`config.mk`:
```
export PLATFORM = sky130hd
export DESIGN_NAME = decodificador_johnson
export DESIGN_NICKNAME = d
export VERILOG_FILES = /design/src/rtl/decodificador_johnson.sv
export SDC_FILE = /design/constraint.sdc
export NUM_CORES = 1
export LEC_CHECK = 0
export CAP_MARGIN = 20
export CORE_AREA = 8 8 57 59
export CTS_CLUSTER_DIAMETER = 50
export DETAILED_ROUTE_END_ITERATION = 12
export DIE_AREA = 0 0 65 67
export GPL_TIMING_DRIVEN = 1
export PLACE_DENSITY = 0.77
export SETUP_SLACK_MARGIN = 0.5
export SYNTH_ARGS = -nofsm -noshare
export SYNTH_HDL_FRONTEND = slang
export SYNTH_SLANG_ARGS = --single-unit
export TNS_END_PERCENT = 30
```
`constraint.sdc`:
```
create_clock -name clk -period 3.7 [get_ports clk]
set_input_delay 0.37 -clock clk [delete_from_list [all_inputs] [get_ports clk]]
set_output_delay 0.37 -clock clk [all_outputs]
set_load 0.05 [all_outputs]
```
`src/rtl/decodificador_johnson.sv`:
```
// Decoder for a 6-bit Johnson counter: phase 0..11, lock/sequence checking, revolution count.
// One-cycle latency, all outputs registered; no backpressure. Define DECODIFICADOR_JOHNSON_VOLTAS_EN to build the revolution counter.
module decodificador_johnson #(
    parameter int LARGURA_VOLTAS = 8
) (
    input  logic                      clk,
    input  logic                      reset,
    input  logic [5:0]                entrada_q,
    input  logic                      limpar_erro,
    output logic [3:0]                fase,
    output logic                      valido,
    output logic                      erro_seq,
    output logic [LARGURA_VOLTAS-1:0] voltas,
    output logic                      pulso_volta
);

    typedef enum logic [1:0] {
        SINC    = 2'd0,
        TRAVADO = 2'd1,
        FALHA   = 2'd2
    } estado_t;

    estado_t    estado_q, estado_d;
    logic [3:0] fase_q, fase_d;
    logic       valido_q, valido_d;
    logic       erro_q, erro_d;
    logic [5:0] prev_q, prev_d;

    function automatic logic codigo_legal(input logic [5:0] c);
        case (c)
            6'b000000, 6'b000001, 6'b000011, 6'b000111,
            6'b001111, 6'b011111, 6'b111111, 6'b111110,
            6'b111100, 6'b111000, 6'b110000, 6'b100000: codigo_legal = 1'b1;
            default:                                    codigo_legal = 1'b0;
        endcase
    endfunction

    // Rising half of the ring counts ones, falling half counts down from 12.
    function automatic logic [3:0] decodifica(input logic [5:0] c);
        logic [3:0] pop;
        pop = 4'(c[0]) + 4'(c[1]) + 4'(c[2]) + 4'(c[3]) + 4'(c[4]) + 4'(c[5]);
        decodifica = c[5] ? (4'd12 - pop) : pop;
    endfunction

    function automatic logic [5:0] sucessor(input logic [5:0] c);
        sucessor = {c[4:0], ~c[5]};
    endfunction

    always_comb begin
        estado_d = estado_q;
        fase_d   = fase_q;
        valido_d = valido_q;
        erro_d   = erro_q;
        prev_d   = prev_q;
        case (estado_q)
            SINC: begin
                erro_d = 1'b0;
                if (codigo_legal(entrada_q)) begin
                    estado_d = TRAVADO;
                    valido_d = 1'b1;
                    fase_d   = decodifica(entrada_q);
                    prev_d   = entrada_q;
                end else begin
                    valido_d = 1'b0;
                end
            end
            TRAVADO: begin
                if (entrada_q == prev_q) begin
                    estado_d = TRAVADO;
                end else if (entrada_q == sucessor(prev_q)) begin
                    fase_d = decodifica(entrada_q);
                    prev_d = entrada_q;
                end else begin
                    estado_d = FALHA;
                    valido_d = 1'b0;
                    erro_d   = 1'b1;
                end
            end
            FALHA: begin
                valido_d = 1'b0;
                // The code presented alongside the clear is deliberately ignored.
                if (limpar_erro) begin
                    estado_d = SINC;
                    erro_d   = 1'b0;
                end
            end
            default: begin
                estado_d = SINC;
                valido_d = 1'b0;
                erro_d   = 1'b0;
            end
        endcase
    end

    always_ff @(posedge clk) begin
        if (reset) begin
            estado_q <= SINC;
            fase_q   <= 4'd0;
            valido_q <= 1'b0;
            erro_q   <= 1'b0;
            prev_q   <= 6'b000000;
        end else begin
            estado_q <= estado_d;
            fase_q   <= fase_d;
            valido_q <= valido_d;
            erro_q   <= erro_d;
            prev_q   <= prev_d;
        end
    end

    assign fase     = fase_q;
    assign valido   = valido_q;
    assign erro_seq = erro_q;

`ifdef DECODIFICADOR_JOHNSON_VOLTAS_EN
    logic                      volta_completa;
    logic [LARGURA_VOLTAS-1:0] voltas_q, voltas_d;
    logic                      pulso_q, pulso_d;

    // Only a locked 100000 -> 000000 step closes a revolution; relocking at 000000 does not.
    always_comb begin
        volta_completa = (estado_q == TRAVADO) && (prev_q == 6'b100000) &&
                         (entrada_q == 6'b000000);
        voltas_d       = volta_completa ? (voltas_q + 1'b1) : voltas_q;
        pulso_d        = volta_completa;
    end

    always_ff @(posedge clk) begin
        if (reset) begin
            voltas_q <= '0;
            pulso_q  <= 1'b0;
        end else begin
            voltas_q <= voltas_d;
            pulso_q  <= pulso_d;
        end
    end

    assign voltas      = voltas_q;
    assign pulso_volta = pulso_q;
`else
    assign voltas      = '0;
    assign pulso_volta = 1'b0;
`endif

endmodule
```
Yosys cells after proc, flatten, opt, wreduce, memory -nomap -nowiden:

Index checks and enable logic that the tools add are counted.

* bits in registers: 14
* logic and storage cells: 65
* bits of input ports: 9
* output and inout bits: 15

* reductions and logical operators: 8
* $add $sub $neg: 6
* equal/unequal tests: 21
* muxes and demuxes: 24
* bitwise logic cells: 1

Operators by type and width (count)
* equality test 6 bit, second input constant: 6
* 2-to-1 mux 6 bit: 3
* 2-to-1 mux 4 bit: 4
* equality test 6 bit: 2
* case mux 6 bit (2 select lines): 1
* OR reduction 12 bit: 1
* != test 2 bit, second input constant: 5
* adder 4 x 1 -> 4 bit: 2
* 2-to-1 mux 1 bit: 8
* 2-to-1 mux 2 bit: 4
* case mux 4 bit (2 select lines): 1
* equality test 6 x 1 -> 1 bit, second input constant: 1
* equality test 6 x 2 -> 1 bit, second input constant: 1
* equality test 6 x 3 -> 1 bit, second input constant: 1
* equality test 6 x 4 -> 1 bit, second input constant: 1
* equality test 6 x 5 -> 1 bit, second input constant: 1
* logical NOT 6 bit: 1
* case mux 2 bit (3 select lines): 1
* AND reduction 3 bit: 2
* adder 3 x 1 -> 4 bit: 1
* case mux 1 bit (2 select lines): 2
* AND reduction 4 bit: 1
* subtractor 4 bit, first input constant: 1
* adder 2 x 1 -> 3 bit: 1
* other kinds (8): 8

Depth between registers and ports, before layout:

Gate-level depths: netlist of the first run.

* depth in word-level cells: 10
* gate-level depth with buffers: 12

Least setup slack after synthesis of the first run:

OpenSTA, ideal clock, no wires.

* kind: input -> register
* from: input port entrada_q[0]
* to: register fase_q[2] (netlist: fase[2])
* data required time: 3571 ps
* cell stages on the path: 12
* setup slack: 859 ps
* data arrival time: 2713 ps
* cell sequence: fa_1 > inv_1 > fa_1 > inv_1 > ha_1 > fa_1 > inv_1 > ha_1 > nand2_1 > xor2_1 > o21ai_0 > nor3b_1

* cells in the longest elaborated chain, start to end: 10

RTL lines
* start: declaration: RTL line 8 `input logic [5:0] entrada_q,`
* adder 1 x 1 -> 2 bit: RTL line 41 `pop = 4'(c[0]) + 4'(c[1]) + 4'(c[2]) + 4'(c[3]) + 4'(c[4]) + 4'(c[5]);`
* adder 2 x 1 -> 3 bit: RTL line 41
* adder 3 x 1 -> 4 bit: RTL line 41
* adder 4 x 1 -> 4 bit (2 in series): RTL line 41
* subtractor 4 bit: RTL line 42 `decodifica = c[5] ? (4'd12 - pop) : pop;`
* 2-to-1 mux 4 bit: RTL line 42
* 2-to-1 mux 4 bit: RTL line 70 `end else if (entrada_q == sucessor(prev_q)) begin`
* 2-to-1 mux 4 bit: RTL line 68 `if (entrada_q == prev_q) begin`
* case mux 4 bit (2 select lines): RTL line 55 `case (estado_q)`
* end signal: assignment: RTL line 104 `fase_q <= fase_d;`
* end: declaration: RTL line 24 `logic [3:0] fase_q, fase_d;`

Several ways; a longest one is shown, not always the timed one. The select of a mux whose other input is x is not followed.
A chain may end at the register's enable or synchronous reset.

Final worst setup path of the first run:

* from: input port entrada_q[4]
* to: register fase_q[2] (netlist: fase[2])

* cells in the longest elaborated chain, start to end: 7

RTL lines (RTL line)
* adder 4 x 1 -> 4 bit (2 in series): 41
* subtractor 4 bit: 42
* 2-to-1 mux 4 bit: 42
* 2-to-1 mux 4 bit: 70
* 2-to-1 mux 4 bit: 68
* case mux 4 bit (2 select lines): 55

Several ways; a longest one is shown, not always the timed one. The select of a mux whose other input is x is not followed.

==> summary.txt, run 1 <==
Outcome
  • Status: finished clean

Detailed routing
  • Final Routed Wirelength: 2294 um
  • Met2 wire length: approximately 1200 um
  • Vias per inst: 5.092
  • Drt drc: 0
  • Antenna Nets Post-Route: 0
  • Routed len/inst: 13.18 um
  • First-pass iteration count of the detailed router: 2
  • Met1 WL: just over 900 um
  • Met3 wire len: ~150 um
  • Uppermost routed layer: met4
  • Routed vias: about 890
  • DRT iter0 DRCs: 19

Timing
  • TNS Setup: 0 ns
  • Post-route clock period utilization: 0.7832
  • Final-report hold violation count: 0
  • Clk_skew: roughly 0.0066 ns
  • Worst slew margin: 0.6184
  • Slew at the pin closest to its max-slew limit: 0.5707 ns
  • Slew Viols, Final: 0
  • RSZ-0062 raised after global routing: no
  • Setup violators final: 0
  • Fmax: about 350 MHz
  • Crit path time final: 2.898 ns

Global routing
  • First-pass GRT wire length: 3981 um
  • Gr usage total: 0.1122
  • GRT overflow: 0
  • Antenna violations before repair: 0
  • Largest net degree at the start of global routing: 23
  • Vias in the first global route: 969

Worst setup path
  • Slowest-stage cell, CP: clkdlybuf4s50_1
  • Max Fanout on Critical Path: 6
  • R2R depth: 5
  • Worst path max stage delay: 0.60 ns
  • Critical path arrival: 3.05 ns
  • Cell mode on critical path: inv_1
  • Crit path buffers/inverters: 4
  • Crit-path cells: clkdlybuf4s50_1 > inv_1 > fa_1 > inv_1 > ha_1 > fa_1 > inv_1 > ha_1 > nand2_1 > xor2_1 > o21ai_1 > nor3b_1
  • Worst EP required: slightly below 4 ns
  • Stages on the worst setup path: 12
  • Worst setup SP type: primary input
  • Worst Setup End Kind: register
  • Delay-heaviest family, CP: adder cells
  • Crit Path Class: primary input to register

Synthesis
  • Synth warn: 0
  • Syn Area/Cell: 9.126 um2
  • EDFF count, synth: 0
  • Distinct cells, synth: approximately 40
  • Post-synthesis sequential area ratio: 0.2437
  • Post-synthesis register bit count: 14
  • Cell count after synthesis: 126
  • Post-synth top flop: dfxtp_1
  • FFs w/ async S/R, synth: 0
  • Synthesized cell area: 0.001150 mm2

Placed design
  • HPWL Detailed: 1898 um
  • I/O Buffers: 14
  • Placer congestion estimate: ~0.81

Pwr
  • Leak Pwr: 0.5901 nW
  • Cell area power density: around 340 mW/mm2
  • Worst VDD drop: 0.0002606 V
  • Internal Power: 0.2910 mW
  • Net Sw Power: 0.1651 mW
  • Seq pwr share: 0.372
  • Net Sw Frac: 0.3620
  • Combinational share of power: 0.385
  • Clock network power share: 0.244

Clock network
  • Post-CTS setup buffers: 0
  • CTS Buf Count: 3
  • Clk pin slew, worst setup/hold paths: 0.09 ns
  • Root Driver: clkbuf_4
  • Max clock buf depth: 2
  • Hold Buf Count CTS: 0
  • CTS Sinks: 14
  • Clock Latency Late Sink: 0.28 ns
  • Post-cts gate resize count: 0
  • H-tree levels: 1
  • TritonCTS clock tree: done

Finish
  • # fillers: 230
  • Layout cell share with drive strength beyond 1: 0.1111
  • Final Net Count: 163
  • Area Growth Syn to Fin: 17.52%
  • Finished Core Util: 0.5714
  • Ant. Diodes: 0

Floorplanning
  • Die width: 65 um
  • IO Pins: 24
  • Placeable Area: 0.002365 mm2
  • Std cell rows: 18
  • DIE HEIGHT: about 67 um
  • Initial Util: 0.4862
  • Die area: between 0.004 and 0.005 mm2

Job
  • Max-Cap Viols: 0

Min path
  • HP Class: register to register
  • Hold path cells: 2
-- power by group through the flow --
stage | Clock (mW) | Sequential [mW] | Combinational [mW]
final | 0.111 | 0.170 | 0.175
after global routing | 0.122 | 0.171 | 0.195
after CTS | 0.115 | 0.170 | 0.177
after detailed placement | 0 | 0.173 | 0.176
after global placement | 0 | 0.173 | 0.170
after floorplan | 0 | 0.189 | 0.122
-- sequential cells by signal, summed over array words and instances (netlist names) --
register,flops
prev_q,6
fase,4
estado_q,2
erro_seq,1
valido,1
-- through the flow --
| step | power [mW] | std cells | hold WS [ns] | setup slack [ns] | instance area [um2] |
|---|---|---|---|---|---|
| after global routing | 0.4882 | 174 | 0.5198 | 0.6286 | 1351 |
| after CTS | 0.4623 | 174 | 0.4924 | 0.5186 | 1344 |
| after floorplan | 0.3106 | 134 | 0.4386 | 0.8585 | 1180 |
| final | 0.4561 | 174 | 0.4881 | 0.8021 | 1351 |
| after detailed placement | 0.3495 | 170 | 0.4800 | 0.2282 | 1308 |
| after global placement | 0.3428 | 170 | 0.4571 | 0.3024 | 1308 |
-- layer usage --
| layer | GRT usage | up-vias |
|---|---|---|
| li1 | - | 447 |
| met4 | 0.03270 | 0 |
| met1 | 0.1019 | 420 |
| met3 | 0.04530 | 2 |
| met2 | 0.2224 | 17 |
| met5 | 0 | - |
-- tightest hold or removal path: cells and delay by family (launching register included) --
family / cells / cell delay [ns]
DFF: 1 / 0.32
AOI/OAI and AO/OA: 2 / 0.13
-- final cells by class --
type | instances | area, um2 | share of cell area
well taps | 30 | 37.54 | 0.02778
repair buffers | 18 | 177.7 | 0.1315
clock buffers | 4 | 36.28 | 0.02685
multi-input cells | 98 | 782.0 | 0.5787
flip-flops and latches | 14 | 280.3 | 0.2074
inverters | 10 | 37.54 | 0.02778
-- cell usage after synthesis (2+ instances only) --
cell type | instances | area [um2]
dfxtp_1 | 14 | 280.3
nor2_1 | 3 | 11.26
fa_1 | 3 | 60.06
or3_1 | 3 | 18.77
clkbuf_1 | 2 | 7.510
o21a_1 | 2 | 15.01
or4b_1 | 2 | 20.02
mux2i_1 | 6 | 60.06
xor2_1 | 2 | 17.52
a21oi_1 | 3 | 15.01
nor3_1 | 3 | 15.01
o21ai_0 | 2 | 10.01
ha_1 | 6 | 75.07
nand2_1 | 6 | 22.52
inv_1 | 10 | 37.54
o31ai_1 | 2 | 15.01
xnor2_1 | 11 | 96.34
nand2b_1 | 12 | 75.07
buf_4 | 9 | 67.56
nor3b_1 | 3 | 22.52
nand3b_1 | 2 | 15.01
-- cell usage in the layout (no fill, tap or decap), types with 4 or more instances in the layout --
cell             synthesis  final
clkdlybuf4s50_1          0     11
nand2_1                  6      6
nand2b_1                12     12
ha_1                     6      6
inv_1                   10     10
buf_4                    9      4
xnor2_1                 11     11
conb_1                   1      9
dfxtp_1                 14     14
mux2i_1                  6      6
-- final timing paths --
path	slack, ns	end	start
setup reg to reg	1.92	fase[3]	estado_q[0]
hold / removal	0.49	erro_seq	erro_seq
hold reg to reg	0.49	erro_seq	erro_seq
setup / recovery	0.80	fase[2]	entrada_q[4]
-- logic make-up (layout without fill, tap and decap cells) --
family,Yosys count,in the layout,synth area share
compound gates,19,19,0.1425
fa+ha+maj,9,9,0.1175
mux,7,7,0.06529
other cells,1,9,0.003261
simple gates,41,41,0.2263
buf+inv,22,32,0.1023
flops,14,14,0.2437
xor+xnor,13,13,0.09902
(Power assumes the default switching activity.)
==> inputs of run 2 (changes only) <==
==> constraint.sdc (replaced) <==
create_clock -name clk -period 2.9 [get_ports clk]
set_input_delay 0.29 -clock clk [delete_from_list [all_inputs] [get_ports clk]]
set_output_delay 0.29 -clock clk [all_outputs]
set_load 0.05 [all_outputs]
==> summary.txt, run 2 (synthesized netlist as in run 1, its figures left out) <==
Outcome
  • Status: finished clean

Worst setup path
  • R2R depth: 5
  • Cell mode on critical path: fa_1
  • Crit Path Class: primary input to register
  • Critical path arrival: between 2 and 3 ns
  • Worst Setup End Kind: register
  • Crit-path cells: buf_6 > fa_1 > inv_1 > fa_1 > inv_1 > ha_2 > fa_1 > inv_2 > ha_4 > nand2_2 > xor2_1 > o21ai_1 > nor3b_2
  • Worst path max stage delay: 0.55 ns
  • Max Fanout on Critical Path: 2
  • Slowest-stage cell, CP: fa_1
  • Worst setup SP type: primary input
  • Worst EP required: a little over 3 ns

Finish
  • Finished Core Util: 0.5958
  • Layout cell share with drive strength beyond 1: 0.2000
  • Layout Cells excl Fill: 180
  • Ant. Diodes: 0
  • Max reg flops: 6
  • # fillers: 218
  • Final Net Count: 169
  • Top reg by flops: prev_q
  • Most frequent cells in the layout: dfxtp_1 (14), nand2b_1 (12), xnor2_1 (11), clkdlybuf4s50_1 (11), buf_4 (10)
  • Area Growth Syn to Fin: 22.52%
  • Commonest non-fill, non-tap cell in the layout: dfxtp_1
  • Final std cell area, no fill: between 0.001 and 0.0015 mm2

Clock network
  • Root Driver: clkbuf_4
  • Clk pin slew, worst setup/hold paths: 0.08 ns
  • TritonCTS clock tree: done
  • H-tree levels: 1
  • Hold Buf Count CTS: 0
  • CTS Buf Count: 3
  • CTS Sinks: 14
  • Max clock buf depth: 2
  • Clock Latency Late Sink: between 0.2 and 0.3 ns

Timing
  • Post-route worst setup slack: 0.1849 ns
  • Clk_skew: 0.006391 ns
  • Worst slew margin: 0.5833
  • TNS Setup: 0 ns
  • Slew Viols, Final: 0
  • Crit path time final: 2.715 ns
  • RSZ-0062 raised after global routing: yes
  • Setup violators final: 0
  • Fmax: 368.3 MHz
  • Final hold slack: ~0.42 ns
  • Final-report hold violation count: 0
  • Slew at the pin closest to its max-slew limit: 0.6231 ns
  • Post-route clock period utilization: 0.9362

Placed design
  • HPWL Detailed: around 1900 um
  • I/O Buffers: 14
  • Placer congestion estimate: 0.7544
  • Placed cell area: 0.001333 mm2
  • Placed insts: 173
  • Post-place setup slack: -0.4746 ns

Job
  • Max-Cap Viols: 0

Global routing
  • GRT overflow: 0
  • GRT Max-Usage Layer: met2
  • Grt met2 use: 0.2224
  • Gr usage total: 0.1168
  • GRT met1 Usage: 0.1175
  • Largest net degree at the start of global routing: 23
  • First-pass GRT wire length: 4112 um
  • Met3 Resource Use GR: 0.05201
  • Antenna violations before repair: 0
  • Vias in the first global route: roughly 970

Floorplanning
  • Die width: about 65 um
  • Die area: between 0.004 and 0.005 mm2
  • Placeable Area: ~0.0024 mm2
  • IO Pins: 24
  • Std cell rows: 18
  • DIE HEIGHT: around 67 um
  • Initial Util: 0.4862

Detailed routing
  • Routed len/inst: 13.16 um
  • Vias per inst: ~5.1
  • Final Routed Wirelength: 2369 um
  • Antenna Nets Post-Route: 0
  • Drt drc: 0
  • DRT iter0 DRCs: 42
  • Routed vias: 913
  • First-pass iteration count of the detailed router: 4

Min path
  • Hold path cells: 4
  • HP Class: primary input to register

Pwr
  • Total chip power: ~0.63 mW
  • Worst VDD drop: about 0.00038 V
  • Leak Pwr: 0.5959 nW
  • Cell area power density: about 450 mW/mm2
run 2: repair_timing:
item                                    CTS  global route
endpoints found under the setup margin    4             3
gates resized for setup                  16             3
buffers inserted                          2             1
pin swaps                                 4             3
run 2: critical path, delay by kind of cell:
kind	cells	cell delay [ns]
adder cells (fa/ha/maj)	5	1.88
XOR/XNOR	1	0.13
AND/OR/NAND/NOR	2	0.23
AO/OA/AOI/OAI	1	0.08
buffers and inverters	4	0.25
run 2: layout make-up:
type	instances	area (um2)	area share
sequential	14	280.3	0.1989
clock buffer	4	36.28	0.02575
inverter	10	37.54	0.02664
timing repair buffer	24	212.7	0.1510
tap	30	37.54	0.02664
multi-input combinational	98	804.5	0.5710
run 2: worst paths after layout:
check | from | endpoint | slack [ns]
worst max-delay path | entrada_q[0] | fase[2] | 0.18
worst min-delay path | entrada_q[3] | prev_q[3] | 0.42
worst max register to register | estado_q[0] | fase[3] | 1.10
worst min register to register | estado_q[1] | estado_q[0] | 0.48
run 2: where the power goes:
group          switching [mW]  leakage (nW)  internal (mW)
clock network          0.0669        0.0210         0.0764
logic                   0.147         0.461          0.121
registers              0.0111         0.114          0.205
total                   0.225         0.596          0.402
run 2: routing by layer:
metal,share of wire,vias up
met5,0,-
met4,0.0089,0
met3,0.067,2
met2,0.52,18
met1,0.41,434
li1,-,459
